<file path="src/rtl/reg_scoreboard.sv">
`default_nettype none
// ============================================================================
// Module      : reg_scoreboard
// Description : Register-pending scoreboard beside ID; tracks in-flight writes
//               per register and produces the ID stall / accept decision.
// Revision    : 1.0 - initial release
// ============================================================================
module reg_scoreboard #(
    parameter int CNT_W = 2
) (
    input  logic        clk,
    input  logic        rst,
    input  logic        mode,
    input  logic        issue_valid,
    input  logic        issue_wb_en,
    input  logic        issue_mem_r_en,
    input  logic [3:0]  issue_dest,
    input  logic [3:0]  src1,
    input  logic [3:0]  src2,
    input  logic        two_src,
    input  logic        flush,
    input  logic        wb_en,
    input  logic [3:0]  wb_dest,
    output logic        hazard_detected,
    output logic        issue_accept,
    output logic [15:0] pending_mask,
    output logic        sb_error
);

    localparam logic [CNT_W-1:0] c_cnt_max  = '1;
    localparam logic [CNT_W-1:0] c_cnt_zero = '0;
    localparam logic [CNT_W-1:0] c_cnt_one  = CNT_W'(1);

    logic [CNT_W-1:0] r_cnt [16];
    logic             r_ld_valid;
    logic [3:0]       r_ld_dest;
    logic             r_err;

    logic [15:0]      w_pend;
    logic             w_hz_m0;
    logic             w_hz_m1;
    logic             w_ovf;
    logic             w_ovf_retire;

    // A register retiring this cycle with its last outstanding write is
    // treated as ready: the register file writes through.
    generate
        for (genvar i = 0; i < 16; i++) begin : g_cnt
            logic w_hit_wb;
            logic w_inc;
            logic w_dec;

            assign w_hit_wb        = wb_en && (wb_dest == 4'(i));
            assign w_pend[i]       = (r_cnt[i] != c_cnt_zero) &&
                                     !(w_hit_wb && (r_cnt[i] == c_cnt_one));
            assign pending_mask[i] = (r_cnt[i] != c_cnt_zero);
            assign w_inc           = issue_accept && issue_wb_en && (issue_dest == 4'(i));
            assign w_dec           = w_hit_wb && (r_cnt[i] != c_cnt_zero);

            always_ff @(posedge clk) begin
                if (rst) begin
                    r_cnt[i] <= c_cnt_zero;
                end else if (w_inc && !w_dec) begin
                    r_cnt[i] <= r_cnt[i] + c_cnt_one;
                end else if (w_dec && !w_inc) begin
                    r_cnt[i] <= r_cnt[i] - c_cnt_one;
                end
            end
        end
    endgenerate

    always_comb begin
        w_hz_m0      = issue_valid && (w_pend[src1] || (two_src && w_pend[src2]));
        w_hz_m1      = issue_valid && r_ld_valid &&
                       ((src1 == r_ld_dest) || (two_src && (src2 == r_ld_dest)));
        w_ovf_retire = wb_en && (wb_dest == issue_dest);
        // Saturated counter cannot take another write unless one drains now.
        w_ovf        = issue_valid && issue_wb_en &&
                       (r_cnt[issue_dest] == c_cnt_max) && !w_ovf_retire;
        hazard_detected = (mode ? w_hz_m1 : w_hz_m0) || w_ovf;
        issue_accept    = issue_valid && !hazard_detected && !flush;
    end

    always_ff @(posedge clk) begin
        if (rst) begin
            r_ld_valid <= 1'b0;
            r_ld_dest  <= 4'd0;
            r_err      <= 1'b0;
        end else begin
            r_ld_valid <= issue_accept && issue_mem_r_en && issue_wb_en;
            r_ld_dest  <= issue_dest;
            if (wb_en && (r_cnt[wb_dest] == c_cnt_zero)) begin
                r_err <= 1'b1;
            end
        end
    end

    assign sb_error = r_err;

endmodule
`default_nettype wire

</file>
<file path="config.mk">
export PLATFORM = sky130hd
export DESIGN_NAME = reg_scoreboard
export DESIGN_NICKNAME = d
export VERILOG_FILES = /design/src/rtl/reg_scoreboard.sv
export SDC_FILE = /design/constraint.sdc
export NUM_CORES = 1
export LEC_CHECK = 0
export CAP_MARGIN = 20
export CORE_ASPECT_RATIO = 1.4
export CORE_MARGIN = 2
export CORE_UTILIZATION = 58
export CTS_CLUSTER_SIZE = 16
export DETAILED_ROUTE_END_ITERATION = 7
export GPL_ROUTABILITY_DRIVEN = 0
export HOLD_SLACK_MARGIN = 0.06
export PLACE_DENSITY_LB_ADDON = 0.1
export SLEW_MARGIN = 0
export SYNTH_ARGS = -nofsm -noshare
export SYNTH_HDL_FRONTEND = slang
export SYNTH_SLANG_ARGS = --single-unit
</file>
<file path="constraint.sdc">
create_clock -name clk -period 5.5 [get_ports clk]
set_input_delay 1.65 -clock clk [delete_from_list [all_inputs] [get_ports clk]]
set_output_delay 1.65 -clock clk [all_outputs]
set_load 0.01 [all_outputs]
</file>
==> impl_metrics.yaml, run 1 <==
timing:
  hold_viol_final: 0
  worstMarginPinSlew_ns: 0.949
  holdWs_ns: 0.507
  min_period_ns: 5.62
  fmax_mhz: 178
  finalMaxSlewViolations: 0
  fin_skew_ns: 0.00909
  max-slew-margin-rel: 0.366
  min_period_over_period: 1.02
  setup_ws_ns: -0.124
  setup_viol: 19
drt:
  drt_first_iter_violations: 683
  routed-via-count: 4916
  drt_wl_total_um: 16800
  viasPerCell: 6.98
  routedWlPerCell_um: 23.9
  drt-pass1-iter-count: 7
  drc: 0
  antenna_left: 0
final_layout:
  regArea_um2: 1080
  fin_area_um2: 5510
  area_growth_pct: 32.9
  final_cells: 704
  layout-drive-gt1-share: 0.263
  fillers: 483
  antennaDiodeCount: 0
  multi_input_area_um2: 2830
  fin_nets: 665
synth:
  yosys_register_bits: 38
  syn_avg_cell_area_um2: 8.44
  syn-num-nets: 548
  ys_top_cells_by_area: "edfxtp_1, ha_1, inv_1"
  synth_top_family_by_area: "simple AND/OR/NAND/NOR gates"
  synth_xor_xnor_area_share: 0.0296
  synth.area.mux_share: 0.0610
  synth_largest_area_cell: "edfxtp_1"
  synth_top_area_share: 0.232
  synthAdderAreaFrac: 0.0966
  yosys.area_share.simple: 0.255
  synthCells: 491
  synthFlopType: "edfxtp_1"
  synth_most_common_cell: "inv_1"
  syn_area_um2: 4150
  ys_top_cells_by_count: "inv_1, nand3_1, edfxtp_1, ha_1"
  synth_compound_gate_area_share: 0.202
  async_reset_ff_frac: 0
  synth_warnings: 0
  ys_seq_area_frac: 0.261
  yosysUniqueCellTypes: 70
  synth_edf_count: 32
setup_path:
  crit_arrival_ns: 3.97
  critPathMaxFanout: 4
  path_cells: "dlygate4sd2_1 -> buf_4 -> and2b_2 -> buf_4 -> a41oi_1 -> nand2b_1 -> nand4_1 -> nand3_2 -> nand3_4 -> nor3b_2 -> buf_2"
  cp_num_buf_inv: 4
  crit_family: "simple AND/OR/NAND/NOR gates"
  required_ns: 3.85
  slowest_stage: "a41oi_1"
  path_class: "input port to output port"
  cp-start-kind: "input port"
  crit_top_cell: "buf_4"
  max_stage_delay_ns: 0.39
  end_kind: "output port"
global_route:
  antenna_found_initial: 0
  grt_overflow: 0
  grt_pass1_vias: 4565
  grt_start_max_net_pins: 42
  grt_pass1_wl_um: 23800
  grt_usage: 0.404
clock_tree:
  cts-root-buf: "clkbuf_8"
  clock_sinks: 38
  holdBufCountCts: 0
  cts_made_buffers: 5
  cts_tree: "built"
  htreeDepth: 2
  clk_latency_ns: 0.32
  cts_buffer_depth: 2
  clk_pin_slew_ns: 0.08
power:
  power_uw: 841
  vdd.ir_drop.worst_v: 0.000109
  leakage_uw: 0.00225
  pwr_density_cell_nw_per_um2: 153
floorplan:
  pin_count: 44
  dieArea_um2: 7850
  initial_core_util: 0.598
  die_y_um: 104
  rows: 36
  core_region_area_um2: 6940
  die_width_um: 75.5
placement:
  place_area_um2: 5140
  place_inst: 679
  hpwl_um: 11100
  portBuffers: 43
status:
  failed_checks: "negative setup slack"
  status: "complete, but fails checks"
worst_hold_path:
  min_path_type: "register to register"
flow_run:
  maxCapViolations: 0
## worst min-delay path, stage by stage (launching register included)
cell     delay, ns
dfxtp_1       0.35
a21oi_1       0.05
nor2_1        0.08
## layer usage
| metal | vias to the layer above | track usage | wire [µm] |
|---|---|---|---|
| met1 | 2231 | 0.462 | 5390 |
| li1 | 2075 | - | - |
| met2 | 437 | 0.631 | 7830 |
| met4 | 2 | 0.249 | 1490 |
| met3 | 171 | 0.135 | 2080 |
| met5 | - | 0 | 35 |
## cell usage in the layout, fill, tap and decap left out, types with 15 or more instances in the layout
| cell type | synthesis | routed |
|---|---|---|
| a211oi_1 | 17 | 17 |
| a21oi_1 | 17 | 15 |
| buf_4 | 2 | 95 |
| clkdlybuf4s50_1 | 0 | 34 |
| edfxtp_1 | 32 | 32 |
| ha_1 | 32 | 32 |
| inv_1 | 60 | 60 |
| nand2_1 | 28 | 28 |
| nand3_1 | 41 | 38 |
| nor2_1 | 28 | 27 |
| nor3_1 | 20 | 19 |
## flip-flops by register name (all words and copies together) (netlist names)
name        flops
r_cnt          32
r_ld_dest       4
r_ld_valid      1
sb_error        1
## power breakdown
group | internal (µW) | leakage [µW] | total, µW | switching, µW
Clock | 87.3 | 0.0000426 | 197 | 110
Sequential | 325 | 0.000381 | 340 | 15.6
Combinational | 134 | 0.00183 | 304 | 169
Total | 546 | 0.00225 | 841 | 295
## cells by family after synthesis
| kind of cell | after synthesis |
|---|---|
| adders and majority gates | 32 |
| AOI/OAI and AO/OA | 111 |
| and+or+nand+nor | 190 |
| muxes | 14 |
| DFF | 38 |
| buffers and inverters | 92 |
| xor gates and xnor gates | 14 |
## stage by stage
| stage | util | setup WS [ns] | TNS (ns) |
|---|---|---|---|
| finish | 0.794 | -0.124 | -1.19 |
| global placement | 0.741 | -0.512 | -1.01 |
| detailed placement | 0.741 | -0.575 | -1.11 |
| floorplan | - | 0.339 | 0 |
| CTS | 0.775 | 0.0171 | 0 |
| global route | 0.794 | -0.233 | -4.77 |
## what timing repair did
action	CTS	global route
pin swaps	9	6
resized for setup	35	15
setup buffers	11	6
endpoints found under the setup margin	2	33
## cell type report
| type | count | area share |
|---|---|---|
| clock buffers | 6 | 0.0132 |
| clock inverters | 2 | 0.00159 |
| inverters | 60 | 0.0409 |
| multi-input cells | 361 | 0.514 |
| flip-flops and latches | 38 | 0.196 |
| well taps | 95 | 0.0216 |
| repair buffers | 142 | 0.213 |
## path summary, 6_finish.rpt
path              depth (start not counted)             startpoint  slack [ns]                     to
setup reg to reg                         22  r_cnt[0][0]$_DFFE_PP_        1.05  r_cnt[7][0]$_DFFE_PP_
hold reg to reg                           2  sb_error$_SDFFE_PP0P_        0.51  sb_error$_SDFFE_PP0P_
hold / removal                            2  sb_error$_SDFFE_PP0P_        0.51  sb_error$_SDFFE_PP0P_
setup / recovery                         11             wb_dest[1]       -0.12           issue_accept
Note: power is estimated with default switching activity, not from simulation.
==> run 2, diff against run 1 <==
CORE_UTILIZATION = 45   (was 58)
clock period = 6.3 ns   (was 5.5 ns; I/O delays follow)
==> impl_metrics.yaml, run 2 (synthesis gave the netlist of run 1 again) <==
drt:
  drt_first_iter_violations: 441
  routed-via-count: 4298
  antenna_left: 0
  viasPerCell: 6.28
  routedWlPerCell_um: 20.5
  drt_wl_total_um: 14000
  drc: 0
  drt-pass1-iter-count: 5
power:
  p_comb_frac: 0.287
  pwr-share-seq: 0.378
  p_sw_uw: 241
  switching_share: 0.307
  pwr_density_cell_nw_per_um2: 150
  leakage_uw: 0.00213
  power_uw: 784
  p_clk_frac: 0.334
  cell_internal_pwr_uw: 543
  vdd.ir_drop.worst_v: 0.000102
floorplan:
  pin_count: 44
  initial_core_util: 0.462
  dieArea_um2: 10000
  die_width_um: 85.1
  die_y_um: 118
  rows: 41
  core_region_area_um2: 8980
placement:
  portBuffers: 43
  dp_slack_ns: -0.242
  hpwl_um: 11100
timing:
  max-slew-margin-rel: 0.348
  worstMarginPinSlew_ns: 0.977
  hold_viol_final: 0
  fmax_mhz: 161
  setup_viol: 0
  min_period_over_period: 0.988
  min_period_ns: 6.23
  setup_ws_ns: 0.0742
  fin_setup_tns_ns: 0
  fin_skew_ns: 0.00404
  rsz0062_at_grt: "no"
  finalMaxSlewViolations: 0
clock_tree:
  cts_made_buffers: 5
  holdBufCountCts: 0
  cts_tree: "built"
  cts-root-buf: "clkbuf_16"
  clk_pin_slew_ns: 0.06
  htreeDepth: 2
  cts_buffer_depth: 2
  clock_sinks: 38
  clk_latency_ns: 0.29
final_layout:
  regMostFlops: "r_cnt"
  mostFrequentLayoutCells: "buf_4, inv_1, nand3_1, clkdlybuf4s50_1"
  layout-drive-gt1-share: 0.191
  top_regs: "r_cnt x32, r_ld_dest x4"
  final_common_cell: "buf_4"
  area_growth_pct: 25.9
  largest_reg_flops: 32
  fin_nets: 633
  antennaDiodeCount: 0
setup_path:
  regToRegSetupSlack_ns: 2.73
  end_kind: "output port"
  required_ns: 4.41
  cp-start-kind: "input port"
  startpoint: "wb_dest[2]"
  critPathMaxFanout: 4
  crit_arrival_ns: 4.34
  reg2reg_from: "r_cnt[6][0]$_DFFE_PP_"
  path_class: "input port to output port"
  r2r_cells: 11
  timing.rr.end: "r_cnt[15][0]$_DFFE_PP_"
global_route:
  grt_usage: 0.278
  antenna_found_initial: 0
  grt_pass1_wl_um: 21900
  grt_pass1_vias: 4192
  grt_start_max_net_pins: 42
  grt_overflow: 0
worst_hold_path:
  min_path_type: "register to register"
  min_from: "sb_error$_SDFFE_PP0P_"
  min_to: "sb_error$_SDFFE_PP0P_"
  min_path_cells: 2
flow_run:
  maxCapViolations: 0
status:
  status: "finished clean"
==> run 2: metal layers <==
metal / vias up / share of wire / GRT usage
met5: - / 0 / 0
met4: 0 / 0.049 / 0.140
met3: 54 / 0.071 / 0.0428
met2: 210 / 0.49 / 0.464
met1: 2022 / 0.39 / 0.344
li1: 2012 / - / -
==> run 2: timing repair <==
action	CTS	global route
pin swaps	1	2
gates resized for setup	7	7
setup buffers	1	0
hold endpoints to repair	0	0
endpoints found under the setup margin	2	2
==> run 2: power groups by stage <==
stage	clock network (µW)	registers, µW	logic (µW)
finish	262	297	225
global route	277	297	244
CTS	265	296	221
detailed placement	0	302	221
global placement	0	302	218
floorplan	0	296	123
==> run 2: worst max-delay path by stage <==
| stage | end | slack [ns] | cells past startpoint |
|---|---|---|---|
| floorplan | issue_accept | 0.66 | 7 |
| global placement | hazard_detected | -0.23 | 10 |
| detailed placement | issue_accept | -0.24 | 8 |
| CTS | issue_accept | 0.02 | 10 |
| global route | issue_accept | 0.003 | 9 |
| finish | issue_accept | 0.07 | 9 |
==> run 2: stage by stage <==
step                      std cells  hold slack, ns  cell area, µm²   util
after global placement          675           0.453            5030  0.561
after floorplan                 491           0.503            4150      -
final                           684           0.477            5220  0.581
after CTS                       684           0.477            5190  0.578
after global routing            684           0.496            5220  0.581
after detailed placement        675           0.460            5030  0.561
==> run 2: cell type report <==
| type | instances | area (µm²) |
|---|---|---|
| clock inverters | 1 | 5.00 |
| fillers | 832 | 3760 |
| flip-flops and latches | 38 | 1080 |
| well taps | 107 | 134 |
| inverters | 60 | 225 |
| multi-input cells | 361 | 2700 |
| repair buffers | 110 | 932 |
| clock buffers | 7 | 143 |
==> run 2: worst max-delay path, cell delays in order <==
cell and delay (ns):
clkdlybuf4s50_1 0.55, and4bb_1 0.29, a21oi_2 0.17, o22ai_1 0.10, or4_1 0.52, o31a_4 0.37, nand3_2 0.10, nor3b_2 0.05
dlygate4sd2_1 0.29
==> run 3, diff against run 2 <==
==> constraint.sdc (replaced) <==
create_clock -name clk -period 6.3 [get_ports clk]
set_input_delay 0.63 -clock clk [delete_from_list [all_inputs] [get_ports clk]]
set_output_delay 0.63 -clock clk [all_outputs]
set_load 0.01 [all_outputs]
==> impl_metrics.yaml, run 3 (synthesis gave the netlist of run 1 again) <==
power:
  leakage_uw: 0.00177
  pwr_density_cell_nw_per_um2: 158
  vdd.ir_drop.worst_v: 0.000100
clock_tree:
  holdBufCountCts: 0
  ctsResizeCount: 0
  clk_latency_ns: 0.29
  cts_buffer_depth: 2
  clk_pin_slew_ns: 0.06
  cts-root-buf: "clkbuf_16"
  post_cts_buffers: 0
  cts_made_buffers: 5
  cts_tree: "built"
  htreeDepth: 2
  clock_sinks: 38
floorplan:
  dieArea_um2: 10000
  initial_core_util: 0.462
  die_width_um: 85.1
  core_region_area_um2: 8980
  rows: 41
  pin_count: 44
  die_y_um: 118
timing:
  fmax_mhz: 208
  setup_viol: 0
  holdWs_ns: 0.471
  min_period_ns: 4.81
  max-slew-margin-rel: 0.369
  min_period_over_period: 0.764
  fin_setup_tns_ns: 0
  rsz0062_at_grt: "no"
  hold_viol_final: 0
  finalMaxSlewViolations: 0
  worstMarginPinSlew_ns: 0.944
  fin_skew_ns: 0.00793
global_route:
  grt_pass1_vias: 3780
  grt_usage: 0.263
  antenna_found_initial: 0
  grt_util_met3: 0.0379
  busiest_layer: "met2"
  grt_start_max_net_pins: 42
  globalRouteMet2Util: 0.441
  globalRouteMet1Util: 0.340
  grt_pass1_wl_um: 20800
  grt_overflow: 0
final_layout:
  area_growth_pct: 13.3
  final_common_cell: "inv_1"
  top_regs: "r_cnt x32, r_ld_dest x4"
  antennaDiodeCount: 0
  layout-drive-gt1-share: 0.0762
  fillers: 847
  regArea_um2: 1080
  multi_input_area_um2: 2670
  regMostFlops: "r_cnt"
  fin_nets: 569
  mostFrequentLayoutCells: "inv_1, clkdlybuf4s50_1, nand3_1, ha_1, edfxtp_1"
  largest_reg_flops: 32
  final_cells: 619
flow_run:
  maxCapViolations: 0
placement:
  hpwl_um: 9930
  place_inst: 612
  portBuffers: 43
drt:
  antenna_left: 0
  drc: 0
  drt_wl_total_um: 13200
  drt-pass1-iter-count: 6
  routed-via-count: 4019
  drt_first_iter_violations: 328
  routedWlPerCell_um: 21.3
  viasPerCell: 6.49
setup_path:
  path_class: "input port to output port"
  critPathMaxFanout: 25
  crit_arrival_ns: 4.18
  cp-start-kind: "input port"
  required_ns: 5.67
  end_kind: "output port"
status:
  status: "finished clean"
worst_hold_path:
  min_path_type: "register to register"
==> run 3: cell count changes in the layout (fill, tap and decap cells not counted), moves of 2 or more <==
cell,change
dlymetal6s2s_1,-2
a31oi_1,+2
a31oi_2,-2
dlygate4sd2_1,-5
clkdlybuf4s50_1,+7
a21oi_1,+2
buf_4,-64
a21oi_2,-2
==> run 3: worst max-delay path, stage by stage <==
cell,delay (ns)
clkdlybuf4s50_1,0.89
nor2_2,0.59
a41oi_1,0.23
a221oi_1,0.32
o21ai_1,0.16
a21oi_1,0.39
nand3_1,0.20
nor3b_1,0.21
clkdlybuf4s50_1,0.56
==> run 3: report_power, final <==
part           switching [µW]  total (µW)  internal (µW)
logic                     116         195           78.6
registers                11.2         295            284
clock network             109         252            143
total                     237         742            506
==> run 3: path summary, 6_finish.rpt <==
kind / start / end / slack, ns / depth (start not counted)
max: wb_dest[0] / issue_accept / 1.49 / 9
min: sb_error$_SDFFE_PP0P_ / sb_error$_SDFFE_PP0P_ / 0.47 / 2
max reg2reg: r_cnt[0][1]$_DFFE_PP_ / r_cnt[15][0]$_DFFE_PP_ / 2.83 / 10
min reg2reg: sb_error$_SDFFE_PP0P_ / sb_error$_SDFFE_PP0P_ / 0.47 / 2
==> run 3: cell type report <==
type                    count  area share
clock inverters             2     0.00213
clock buffers               5      0.0266
flip-flops and latches     38       0.230
inverters                  60      0.0480
multi-input cells         361       0.568
well taps                 107      0.0285
repair buffers             46      0.0965
==> run 3: metal layers <==
layer | routed length [µm] | up-vias
met5 | 0 | -
met4 | 383 | 0
met3 | 828 | 31
met1 | 5420 | 1921
li1 | - | 1870
met2 | 6540 | 197
==> run 3: through the flow <==
stage,total power (µW),worst slack (ns),cell area (µm²),util
4_1_cts,738,1.59,4700,0.523
6_report,742,1.49,4700,0.523
5_1_grt,767,1.28,4700,0.523
3_5_place_dp,492,1.62,4560,0.508
2_1_floorplan,419,3.18,4150,-
3_3_place_gp,489,1.66,4560,0.508
